[config.mk]
export PLATFORM = sky130hd
export DESIGN_NAME = fetch_unit_flat
export DESIGN_NICKNAME = d
export VERILOG_FILES = /design/src/rtl/riscv_pkg.sv /design/src/rtl/fetch_unit_if.sv /design/src/rtl/fetch_unit_fifo.sv /design/src/rtl/fetch_unit.sv /design/src/flat_wrapper.sv
export SDC_FILE = /design/constraint.sdc
export NUM_CORES = 1
export LEC_CHECK = 0
export ABC_AREA = 1
export BUFFER_PORTS_ARGS = -buffer_cell sky130_fd_sc_hd__buf_2
export CAP_MARGIN = 20
export CORE_MARGIN = 2
export CORE_UTILIZATION = 36
export DETAILED_ROUTE_END_ITERATION = 12
export HOLD_SLACK_MARGIN = 0.1
export SLEW_MARGIN = 30
export SYNTH_ARGS = -nofsm -noshare
export SYNTH_HDL_FRONTEND = slang
export SYNTH_SLANG_ARGS = --single-unit
[constraint.sdc]
create_clock -name clk -period 2.55 [get_ports clk]
set_clock_uncertainty 0.15 [all_clocks]
set_input_delay 0.765 -clock clk [delete_from_list [all_inputs] [get_ports clk]]
set_output_delay 0.765 -clock clk [all_outputs]
set_load 0.01 [all_outputs]
[src/rtl/riscv_pkg.sv]
// ---------------------------------------------------------------------------
// riscv_pkg
// Shared definitions for the front end: architectural widths, the default
// reset vector, the canonical NOP encoding, the {pc, instr} entry carried
// through the fetch buffer, and a helper that forces a target onto a word
// boundary.
// No ports (package).
// ---------------------------------------------------------------------------
package riscv_pkg;

  localparam int XLEN = 32;
  localparam int ILEN = 32;

  localparam logic [XLEN-1:0] RESET_PC_DEFAULT = 32'h0000_0000;
  localparam logic [ILEN-1:0] NOP              = 32'h0000_0013;

  typedef struct packed {
    logic [XLEN-1:0] pc;
    logic [ILEN-1:0] instr;
  } fetch_entry_t;

  // Clears the two low address bits so every fetch address is word aligned.
  function automatic logic [XLEN-1:0] align_pc(input logic [XLEN-1:0] addr);
    return addr & ~{{(XLEN-2){1'b0}}, 2'b11};
  endfunction

endpackage

[src/rtl/fetch_unit_if.sv]
// ---------------------------------------------------------------------------
// fetch_unit_if
// Instruction-memory bus between the fetch unit (master) and memory (slave).
//   req    master->slave  fetch request
//   addr   master->slave  word-aligned fetch address, valid while req=1
//   gnt    slave->master  request accepted this cycle (req && gnt)
//   rvalid slave->master  response valid, one cycle after acceptance
//   rdata  slave->master  instruction word, valid with rvalid
// ---------------------------------------------------------------------------
interface fetch_unit_if;
  import riscv_pkg::*;

  logic            req;
  logic [XLEN-1:0] addr;
  logic            gnt;
  logic            rvalid;
  logic [ILEN-1:0] rdata;

  modport master (output req, output addr, input gnt, input rvalid, input rdata);
  modport slave  (input req, input addr, output gnt, output rvalid, output rdata);

endinterface

[src/rtl/fetch_unit_fifo.sv]
// ---------------------------------------------------------------------------
// fetch_fifo
// Instruction buffer of DEPTH {pc, instr} entries between fetch and decode.
//   clk, rst_n  clock, asynchronous active-low reset
//   flush       empties the buffer; wins over push and pop
//   push        write push_entry at the tail
//   push_entry  {pc, instr} to store
//   pop         drop the head entry
//   head        current head entry, taken straight from storage
//   count       number of valid entries (0..DEPTH)
// DEPTH must be a power of two so the pointers wrap on their own.
// ---------------------------------------------------------------------------
module fetch_fifo
  import riscv_pkg::*;
#(
  parameter int DEPTH = 2
) (
  input  logic                         clk,
  input  logic                         rst_n,
  input  logic                         flush,
  input  logic                         push,
  input  fetch_entry_t                 push_entry,
  input  logic                         pop,
  output fetch_entry_t                 head,
  output logic [$clog2(DEPTH+1)-1:0]   count
);

  localparam int PW = (DEPTH > 1) ? $clog2(DEPTH) : 1;

  fetch_entry_t    mem [DEPTH];
  logic [PW-1:0]   rd_ptr;
  logic [PW-1:0]   wr_ptr;

  // The head is read from registered storage only, so decode never sees a
  // combinational path from the memory response.
  assign head = mem[rd_ptr];

  // Storage is cleared on reset so the head reads as all zeros until the
  // first instruction lands.
  always_ff @(posedge clk or negedge rst_n) begin
    if (!rst_n) begin
      for (int i = 0; i < DEPTH; i++) begin
        mem[i] <= '0;
      end
      rd_ptr <= '0;
      wr_ptr <= '0;
      count  <= '0;
    end else if (flush) begin
      rd_ptr <= '0;
      wr_ptr <= '0;
      count  <= '0;
    end else begin
      if (push) begin
        mem[wr_ptr] <= push_entry;
        wr_ptr      <= wr_ptr + 1'b1;
      end
      if (pop) begin
        rd_ptr <= rd_ptr + 1'b1;
      end
      if (push && !pop) begin
        count <= count + 1'b1;
      end else if (pop && !push) begin
        count <= count - 1'b1;
      end
    end
  end

endmodule

[src/rtl/fetch_unit.sv]
// ---------------------------------------------------------------------------
// fetch_unit
// Sequential instruction fetch with a single outstanding memory request,
// credit-based issue into a DEPTH-entry buffer, and redirect handling.
//   clk, rst_n      clock, asynchronous active-low reset
//   imem            instruction-memory bus (master side)
//   redirect_valid  branch/jump redirect; flushes and restarts fetch
//   redirect_pc     redirect target (low two bits ignored)
//   instr_valid     buffer head holds an instruction
//   instr, instr_pc buffer head instruction and its address
//   instr_ready     decode consumes the head when instr_valid && instr_ready
// ---------------------------------------------------------------------------
module fetch_unit
  import riscv_pkg::*;
#(
  parameter logic [XLEN-1:0] RESET_PC = RESET_PC_DEFAULT,
  parameter int              DEPTH    = 2
) (
  input  logic             clk,
  input  logic             rst_n,
  fetch_unit_if.master     imem,
  input  logic             redirect_valid,
  input  logic [XLEN-1:0]  redirect_pc,
  output logic             instr_valid,
  output logic [ILEN-1:0]  instr,
  output logic [XLEN-1:0]  instr_pc,
  input  logic             instr_ready
);

  localparam int CW = $clog2(DEPTH+1);

  logic [XLEN-1:0] pc;
  logic [XLEN-1:0] pc_next;
  logic [XLEN-1:0] req_pc;
  logic            outstanding;
  logic            outstanding_next;
  logic            discard;
  logic            discard_next;
  logic            accept;
  logic            push;
  logic            pop;
  logic [CW-1:0]   count;
  int              occupancy;
  fetch_entry_t    head;
  fetch_entry_t    push_entry;

  // Slots already committed: buffered entries plus the in-flight response,
  // minus the head decode is taking this cycle. Counting the pop lets a new
  // request go out while the buffer drains, which is what sustains one
  // instruction per cycle with only two entries.
  always_comb begin
    occupancy = int'(count) + int'(outstanding) - int'(pop);
  end

  assign pop         = instr_valid && instr_ready && !redirect_valid;
  assign imem.req    = rst_n && !redirect_valid && (occupancy < DEPTH);
  assign imem.addr   = pc;
  assign accept      = imem.req && imem.gnt;
  assign push        = imem.rvalid && outstanding && !discard && !redirect_valid;
  assign push_entry  = '{pc: req_pc, instr: imem.rdata};
  assign instr_valid = (count != '0);
  assign instr       = head.instr;
  assign instr_pc    = head.pc;

  // Next-state for the fetch pc and the in-flight bookkeeping. A redirect
  // overrides everything; a response that has not yet returned when the
  // redirect hits is marked for discard so it cannot reach the buffer.
  always_comb begin
    pc_next          = pc;
    outstanding_next = outstanding;
    discard_next     = discard;
    if (redirect_valid) begin
      pc_next          = align_pc(redirect_pc);
      outstanding_next = outstanding && !imem.rvalid;
      discard_next     = outstanding && !imem.rvalid;
    end else begin
      if (imem.rvalid && outstanding) begin
        outstanding_next = 1'b0;
        discard_next     = 1'b0;
      end
      if (accept) begin
        pc_next          = pc + XLEN'(4);
        outstanding_next = 1'b1;
      end
    end
  end

  // req_pc remembers which address the in-flight response belongs to.
  always_ff @(posedge clk or negedge rst_n) begin
    if (!rst_n) begin
      pc          <= RESET_PC;
      req_pc      <= '0;
      outstanding <= 1'b0;
      discard     <= 1'b0;
    end else begin
      pc          <= pc_next;
      outstanding <= outstanding_next;
      discard     <= discard_next;
      if (accept) begin
        req_pc <= pc;
      end
    end
  end

  fetch_fifo #(
    .DEPTH (DEPTH)
  ) u_fifo (
    .clk        (clk),
    .rst_n      (rst_n),
    .flush      (redirect_valid),
    .push       (push),
    .push_entry (push_entry),
    .pop        (pop),
    .head       (head),
    .count      (count)
  );

endmodule

[src/flat_wrapper.sv]
// flat-port wrapper written by rule: the top's interface ports become plain ports
module fetch_unit_flat import riscv_pkg::*;
#(
  parameter logic [XLEN-1:0] RESET_PC = RESET_PC_DEFAULT,
  parameter int              DEPTH    = 2
)
  (clk, rst_n, redirect_valid, redirect_pc, instr_valid, instr, instr_pc, instr_ready, imem_req, imem_addr, imem_gnt, imem_rvalid, imem_rdata);
  fetch_unit_if imem_i ();
  input  logic clk;
  input  logic rst_n;
  input  logic redirect_valid;
  input  logic [XLEN-1:0] redirect_pc;
  output logic instr_valid;
  output logic [ILEN-1:0] instr;
  output logic [XLEN-1:0] instr_pc;
  input  logic instr_ready;
  output wire logic [$bits(imem_i.req)-1:0] imem_req;
  output wire logic [$bits(imem_i.addr)-1:0] imem_addr;
  input wire logic [$bits(imem_i.gnt)-1:0] imem_gnt;
  input wire logic [$bits(imem_i.rvalid)-1:0] imem_rvalid;
  input wire logic [$bits(imem_i.rdata)-1:0] imem_rdata;
  assign imem_req = imem_i.req;
  assign imem_addr = imem_i.addr;
  assign imem_i.gnt = imem_gnt;
  assign imem_i.rvalid = imem_rvalid;
  assign imem_i.rdata = imem_rdata;
  fetch_unit #(.RESET_PC(RESET_PC), .DEPTH(DEPTH)) u_core (.clk(clk), .rst_n(rst_n), .imem(imem_i), .redirect_valid(redirect_valid), .redirect_pc(redirect_pc), .instr_valid(instr_valid), .instr(instr), .instr_pc(instr_pc), .instr_ready(instr_ready));
endmodule
After elaboration in Yosys (flattened, before gate mapping) --
Cells that the tools add are included.
Word-level totals: register bits 198, bits of input ports 70
Operators by class: $add $sub $neg 7, order comparisons 4, multiplexer cells 19, bitwise logic cells 3, reductions and logical operators 25
Operator list (number):
- 2-to-1 mux 64 bit | 4
- bitwise mux 128 bit | 1
- demux 64 bit (select 1 bit) | 1
- 2-to-1 mux 32 bit | 2
- adder 32 x 3 -> 32 bit (second input constant) | 1
- < comparator 32 x 3 -> 1 bit (second input constant) | 1
- subtractor 32 x 2 -> 32 bit | 1
- logical AND 1 bit | 12
- nonzero test 2 bit | 5
- 2-to-1 mux 1 bit | 8
- 2-to-1 mux 2 bit | 3
- nonzero test 3 bit | 2
- zero test 1 bit | 5
- >= comparator 2 bit (second input constant) | 2
- NOT 1 -> 2 bit | 2
- adder 2 x 1 -> 3 bit | 1
- adder 1 bit (second input constant) | 2
- adder 2 x 1 -> 2 bit (second input constant) | 1
- < comparator 2 x 1 -> 1 bit (second input constant) | 1
- AND reduction 2 bit | 1
- subtractor 2 x 1 -> 2 bit (second input constant) | 1
- NOT 1 bit | 1

Longest topological paths before layout --
Gate-level depths: netlist of run 1.
word-level depth 9, depth in mapped cells 15, gate-level depth less buffers 13

Modules after synthesis --
A second synthesis of run 1 with hierarchy kept.
Second synthesis, totals: cells, all modules 1024, area total of the unflattened synthesis 9155.0 µm²
By module, submodules not included:
- fetch_fifo | instances 1, cells an instance 580, area an instance 5796.8 µm², seq. area each 3303.2 µm²
- fetch_unit | instances 1, cells an instance 444, area an instance 3358.2 µm², seq. area each 1551.5 µm²

Worst setup path after synthesis of run 1 --
OpenSTA, ideal clock, no wires.
path kind input port to output port, start point input redirect_valid, end point output imem_req, data arrival time 1791 ps, data required time 1635 ps, setup slack -156 ps, stages 11, path through buf_6 -> inv_4 -> nand4_1 -> inv_1 -> ha_1 -> ha_1 -> inv_1 -> nand2_1 -> nand2_1 -> nand2_1 -> nor2_1
Between the ends: longest elaborated chain between the ends 5
Ends and longest elaborated chain:
- start, declared | RTL line flat_wrapper.sv:11 | input logic redirect_valid;
- zero test 1 bit * | RTL line fetch_unit.sv:55, fetch_unit.sv:56
- logical AND 1 bit | RTL line fetch_unit.sv:55 | assign pop = instr_valid && instr_ready && !redirect_valid;
- subtractor 32 x 2 -> 32 bit | RTL line fetch_unit.sv:52 | occupancy = int'(count) + int'(outstanding) - int'(pop);
- < comparator 32 x 3 -> 1 bit | RTL line fetch_unit.sv:56 | assign imem.req = rst_n && !redirect_valid && (occupancy < DEPTH);
- logical AND 1 bit * | RTL line fetch_unit.sv:56
- end, declared | RTL line flat_wrapper.sv:17 | output wire logic [$bits(imem_i.req)-1:0] imem_req;
Every way passes the cells marked *; elsewhere a longest branch is shown, timed or not.

Worst setup path after layout of run 1 --
start point register u_core.u_fifo.count[0], end point output imem_req
Between the ends: longest elaborated chain between the ends 6
Ends and longest elaborated chain:
- start, declared | RTL line fetch_unit_fifo.sv:25 | output logic [$clog2(DEPTH+1)-1:0] count
- start signal, assigned | RTL line fetch_unit_fifo.sv:61 | count <= count + 1'b1;
- start signal, assigned | RTL line fetch_unit_fifo.sv:63 | count <= count - 1'b1;
- branches (longest 3 deep; another with adder 2 x 1 -> 3 bit)
- subtractor 32 x 2 -> 32 bit * | RTL line fetch_unit.sv:52
- < comparator 32 x 3 -> 1 bit * | RTL line fetch_unit.sv:56
- logical AND 1 bit * | RTL line fetch_unit.sv:56
Every way passes the cells marked *.

==> results of run 1 <==
critical path, stage by stage, from the launching register on:
cell and delay, ps:
dfrtp_1 420, ha_4 280, inv_2 20, nand4_1 110, inv_2 80, ha_4 160
ha_4 150, inv_2 50, nand2_2 40, nand2_2 60, nand2_2 50, nor2_2 60
buf_2 130
cells in the final DEF (no fill, tap or decap), types with 4 or more instances in the layout:
cell type and n:
nor2_1 40, nor2_2 6, conb_1 4, nand2_2 5
buf_12 11, xor2_1 8, o21ai_0 137, buf_4 17
o21ai_1 26, dfrtp_1 189, o21a_1 9, inv_6 6
nand3_1 49, clkbuf_16 18, nand4_1 6, ha_4 4
buf_2 160, inv_1 93, nand2_1 565, inv_2 7
cell families (layout without fill, tap and decap cells):
group           Yosys count  in the layout  synth area share (%)
compound gates          174            174                  9.61
xor+xnor                 10             10                 0.943
fa+ha+maj                 8              8                  1.16
buf+inv                 171            326                  8.02
flops                   190            190                  51.2
mux                       1              1                 0.121
other cells               1              4                0.0404
simple gates            680            680                  28.9
sequential cells by signal (all words and copies together), names as in the netlist:
register / count
u_core.u_fifo.mem: 124
u_core.imem.addr: 30
u_core.req_pc: 30
u_core.u_fifo.count: 2
u_core.discard: 1
u_core.outstanding: 1
u_core.u_fifo.rd_ptr: 1
u_core.u_fifo.wr_ptr: 1
Yosys cell counts:
library cell  number
nand2_1          570
dfrtp_1          190
o21ai_0          137
inv_1             99
nand3_1           49
nor2_1            41
clkbuf_1          31
o21ai_1           26
buf_2             18
o21a_1             9
xor2_1             8
buf_4              7
buf_6              7
ha_1               7
nand4_1            6
nor2_2             5
buf_1              4
nand3_2            3
a21oi_1            2
clkinv_1           2
inv_2              2
nand2_2            2
nor2_4             2
xnor2_1            2
conb_1             1
fa_1               1
inv_4              1
mux2_2             1
nand2_4            1
nor3_1             1
per-stage QoR:
step | setup WS [ps] | hold slack (ps) | setup TNS [ps] | std cells
2_1_floorplan | -87.2 | 303 | -87.2 | 1238
3_3_place_gp | -318 | 315 | -488 | 1689
3_5_place_dp | -303 | 323 | -557 | 1689
4_1_cts | -407 | 255 | -407 | 1722
5_1_grt | -544 | 266 | -544 | 1723
6_report | -413 | 269 | -413 | 1723
cell type report:
type,count,area [um^2],area share [%]
Timing Repair Buffer,190,1190,10.6
Multi-Input combinational cell,877,3880,34.5
Sequential cell,190,4760,42.3
Inverter,104,398,3.54
Clock inverter,14,169,1.50
Clock buffer,18,439,3.91
Tap cell,330,413,3.67
repair_timing:
action	CTS	global route
pin swaps	7	6
gates resized for setup	16	0
setup endpoints to repair	5	3
setup buffers	1	0
gates cloned	0	1
per-layer routing:
layer / GRT usage (%) / up-vias
met3: 3.54 / 15
met4: 3.48 / 0
met1: 26.9 / 3672
met2: 27.7 / 242
li1: - / 4119
met5: 0 / -
power groups by stage:
stage,combinational (mW),sequential [mW],clock [mW]
global placement,2.63,4.28,0
finish,2.69,4.26,2.77
floorplan,1.61,4.21,0
global route,3.10,4.36,2.97
CTS,2.72,4.25,2.85
detailed placement,2.68,4.30,0
worst paths after layout:
kind	slack, ps	endpoint	from	cells after the start
max	-410	imem_req	u_core.u_fifo.count[0]$_DFFE_PN0P_	12
min	270	u_core.req_pc[15]$_DFFE_PN0P_	rst_n	2
max reg2reg	140	u_core.req_pc[13]$_DFFE_PN0P_	u_core.u_fifo.count[0]$_DFFE_PN0P_	12
min reg2reg	330	u_core.u_fifo.mem[104]$_DFFE_PN0P_	u_core.u_fifo.mem[104]$_DFFE_PN0P_	2
max in group asynchronous	1200	u_core.u_fifo.rd_ptr$_DFFE_PN0P_	rst_n	3
min in group clk	330	u_core.u_fifo.mem[104]$_DFFE_PN0P_	u_core.u_fifo.mem[104]$_DFFE_PN0P_	2
==> qor.yml, run 1 <==
sta:
  finalCritPeriodShare_pct: 116
  drv_slew: 0
  hold_viol_final: 0
  max_slew.worst_pin.slew_ps: 609
  slew_headroom_pct: 59.4
  finalSetupViolCount: 1
  period_needed_ps: 2960
  clock.fmax_ghz: 0.337
  rsz0062_at_grt: "yes"
  setup_ws_ps: -413
pwr:
  p_per_area_nw_per_um2: 864
  pwr-share-clk_pct: 28.5
  p_switching_mw: 3.36
  combPwrFrac_pct: 27.6
  p_seq_share_pct: 43.8
  p_sw_share_pct: 34.5
  peakVddDrop_mv: 0.499
  p_int_mw: 6.36
  p_leak_nw: 6.00
  power.total_mw: 9.72
clock_network:
  htree_levels: 4
  cts_buffers: 17
  insertion_delay_ps: 430
  root_buffer: "clkbuf_16"
  cts_hold_buffers: 0
  cts_tree: "built"
  path_clk_slew_ps: 70
  cts_max_path_buffers: 2
  cts_sinks: 190
critical_path:
  endpoint_kind: "primary output"
  worstPathMaxFanout: 2
  arrival_ps: 2050
  critPathRequiredTime_ps: 1640
  start_kind: "flop"
  path_class: "flop to primary output"
placed_design:
  dpl-instance-area_um2: 10500
  place.gp.congestion: 0.863
  io_buffer_count: 161
  dp_hpwl_um: 16500
routing:
  wl_met2_um: 10500
  vias: 8048
  firstDrtPassIters: 6
  drtIter0Drc: 815
  wire_per_inst_um: 14.0
  dr_wl_met3_um: 1470
  highest_layer: "met4"
  vias_per_cell: 4.67
  wl_met1_um: 12000
  drc: 0
  ant_nets: 0
  drt-total-wl_um: 24100
global_route:
  grt_max_degree: 88
  grt_pass1_wl_um: 39000
  grt.total_usage_pct: 18.1
  grt-ovfl-total: 0
  grt_pass1_vias: 7325
  antenna_found_initial: 0
finish:
  fillers: 2603
  fin_util_pct: 44.5
  drive_above_1_share_pct: 18.4
  antennaDiodeCount: 0
  area_delta_synth_final_pct: 21.0
  design_area_um2: 11200
  fin_nets: 1458
synth:
  ys_ff_latch: 190
  postSynthAreaPerCell_um2: 7.52
  synth_seq_area_share_pct: 51.2
  syn-cell-area_um2: 9290
  synth.area.top_cells: "dfrtp_1 (51%), nand2_1 (23%), o21ai_0 (7.4%)"
  ys_types: 30
  yosys_warnings: 0
  postSynthCellCount: 1235
  synth_top_area_share_pct: 51.2
  yosysTopAreaCell: "dfrtp_1"
die:
  initial_utilization_pct: 36.8
  num_rows: 58
  coreArea_um2: 25300
  die_w_um: 165
  io_pins: 168
  die_h_um: 165
  die_area_um2: 27100
job:
  cap_violations: 0
status:
  violations: "setup timing"
  status: "complete, but fails checks"
worst_hold_path:
  hold_class: "primary input to asynchronous set/reset pin"
No activity file was read; power rests on OpenSTA's default activity.
==> inputs of run 2 (changes only) <==
clock period = 3.32 ns   (was 2.55 ns; I/O delays follow)
==> qor.yml, run 2 (synthesis results as in run 1) <==
die:
  io_pins: 168
  die_area_um2: 27100
  coreArea_um2: 25300
  die_h_um: 165
  initial_utilization_pct: 36.8
  die_w_um: 165
  num_rows: 58
global_route:
  antenna_found_initial: 0
  gr-usage-met2_pct: 27.5
  grt-ovfl-total: 0
  use_met3_pct: 3.54
  grt_max_degree: 162
  grt_pass1_wl_um: 38600
  grt.total_usage_pct: 18.0
  grt_pass1_vias: 7373
  grt_use_met1_pct: 26.3
  busiest_layer: "met2"
clock_network:
  cts_hold_buffers: 0
  cts_max_path_buffers: 2
  cts_sinks: 190
  root_buffer: "clkbuf_16"
  path_clk_slew_ps: 80
  htree_levels: 4
  cts_tree: "built"
  cts_buffers: 17
  insertion_delay_ps: 430
sta:
  drv_slew: 0
  fin_hold_ws_ps: 242
  period_needed_ps: 3230
  setup_ws_ps: 87.8
  max_slew.worst_pin.slew_ps: 793
  finalSetupViolCount: 0
  clock.fmax_ghz: 0.309
  slew_headroom_pct: 47.1
  hold_viol_final: 0
  finalCritPeriodShare_pct: 97.4
placed_design:
  place.gp.congestion: 0.914
  io_buffer_count: 161
  dpl-instance-area_um2: 10400
  place_ws_ps: 29.9
  dp_hpwl_um: 15800
finish:
  final_common_cell: "nand2_1"
  antennaDiodeCount: 0
  fin_nets: 1448
  mostFrequentLayoutCells: "nand2_1 (567), dfrtp_1 (189), buf_2 (160)"
  top_register: "u_core.u_fifo.mem"
  design_area_um2: 11000
  area_delta_synth_final_pct: 18.7
  largest_register_ff_count: 124
  drive_above_1_share_pct: 17.4
routing:
  drt-total-wl_um: 24000
  vias: 7944
  ant_nets: 0
  wire_per_inst_um: 14.0
  vias_per_cell: 4.64
  drc: 0
  firstDrtPassIters: 5
  drtIter0Drc: 617
critical_path:
  cp_slowest_stage_delay_ps: 410
  crit_top_cell: "ha_4"
  arrival_ps: 2090
  crit_cells: 12
  path_class: "flop to primary output"
  endpoint_kind: "primary output"
  cp_slowest_cell: "dfrtp_1"
  worstRegToRegCells: 13
  cp_cell_sequence: "ha_4 > inv_4 > ha_4 > inv_1 > ha_4 > ha_2 > inv_1 > nand2_1 > nand2_2 > nand2_1 > nor2_1 > buf_2"
  worstPathMaxFanout: 3
  critPathRequiredTime_ps: 2170
  start_kind: "flop"
  crit_family: "adder cells"
  crit_buf_inv: 4
pwr:
  p_int_mw: 4.70
  p_leak_nw: 5.89
  p_switching_mw: 2.58
  peakVddDrop_mv: 0.348
  p_seq_share_pct: 45.0
  p_sw_share_pct: 35.5
  combPwrFrac_pct: 27.6
  pwr-share-clk_pct: 27.4
  p_per_area_nw_per_um2: 660
status:
  status: "complete, no violations"
job:
  cap_violations: 0
worst_hold_path:
  hold_class: "primary input to asynchronous set/reset pin"
## run 2: cell count changes in the layout (fill, tap and decap cells not counted), sizes merged
cell,previous run,this run
buf,188,179
bufinv,2,0
clkbuf,20,19
clkinvlp,0,2
## run 2: metrics by stage
step | util, % | cells | power (mW) | setup TNS [ps]
2_1_floorplan | - | 1238 | 4.46 | 0
3_3_place_gp | 41.0 | 1675 | 5.25 | 0
3_5_place_dp | 41.0 | 1675 | 5.32 | 0
4_1_cts | 43.3 | 1709 | 7.34 | 0
5_1_grt | 43.7 | 1713 | 7.82 | -13.1
6_report | 43.7 | 1713 | 7.28 | 0
## run 2: path summary, 6_finish.rpt
check | startpoint | to | slack (ps)
min in group clk | u_core.u_fifo.mem[45]$_DFFE_PN0P_ | u_core.u_fifo.mem[45]$_DFFE_PN0P_ | 340
worst min-delay path | rst_n | u_core.imem.addr[24]$_DFFE_PN0P_ | 240
worst min register to register | u_core.u_fifo.mem[45]$_DFFE_PN0P_ | u_core.u_fifo.mem[45]$_DFFE_PN0P_ | 340
worst max-delay path | u_core.outstanding$_DFFE_PN0P_ | imem_req | 90
worst max register to register | u_core.outstanding$_DFFE_PN0P_ | u_core.imem.addr[19]$_DFFE_PN0P_ | 890
max in group asynchronous | rst_n | u_core.u_fifo.mem[25]$_DFFE_PN0P_ | 1690
## run 2: layout make-up
class	count	area, um^2
Clock buffer	18	439
Clock inverter	14	123
Fill cell	2615	14200
Inverter	104	395
Multi-Input combinational cell	877	3860
Sequential cell	190	4760
Tap cell	330	413
Timing Repair Buffer	180	1040
## run 2: power by group through the flow
stage / Sequential (mW) / Combinational [mW] / Clock [mW]
floorplan: 3.23 / 1.23 / 0
global route: 3.35 / 2.32 / 2.14
global placement: 3.29 / 1.97 / 0
finish: 3.27 / 2.01 / 1.99
detailed placement: 3.31 / 2.01 / 0
CTS: 3.27 / 2.02 / 2.06
## run 2: per-layer routing
layer / vias to the layer above / wire length, um / share of wire (%)
met3: 21 / 1360 / 5.7
met2: 216 / 10400 / 43
li1: 4092 / - / -
met1: 3615 / 11900 / 50
met5: - / 0 / 0
met4: 0 / 304 / 1.3
## run 2: what timing repair did
action | 4_1_cts | 5_1_grt
resized for setup | 4 | 8
setup buffers | 2 | 3
endpoints found under the setup margin | 1 | 1
pin swaps | 1 | 3
endpoints found under the hold margin | 0 | 0
## run 2: worst reg2reg max path, stage by stage, from the launching register on
cell     delay (ps)
dfrtp_1         410
ha_4            170
inv_4            50
ha_4            250
inv_1            60
ha_4            150
ha_2            160
inv_1            50
nand2_1          50
nand2_2          60
nand3_2         230
nand2_4         400
nand2_1         110
nand2_1          70
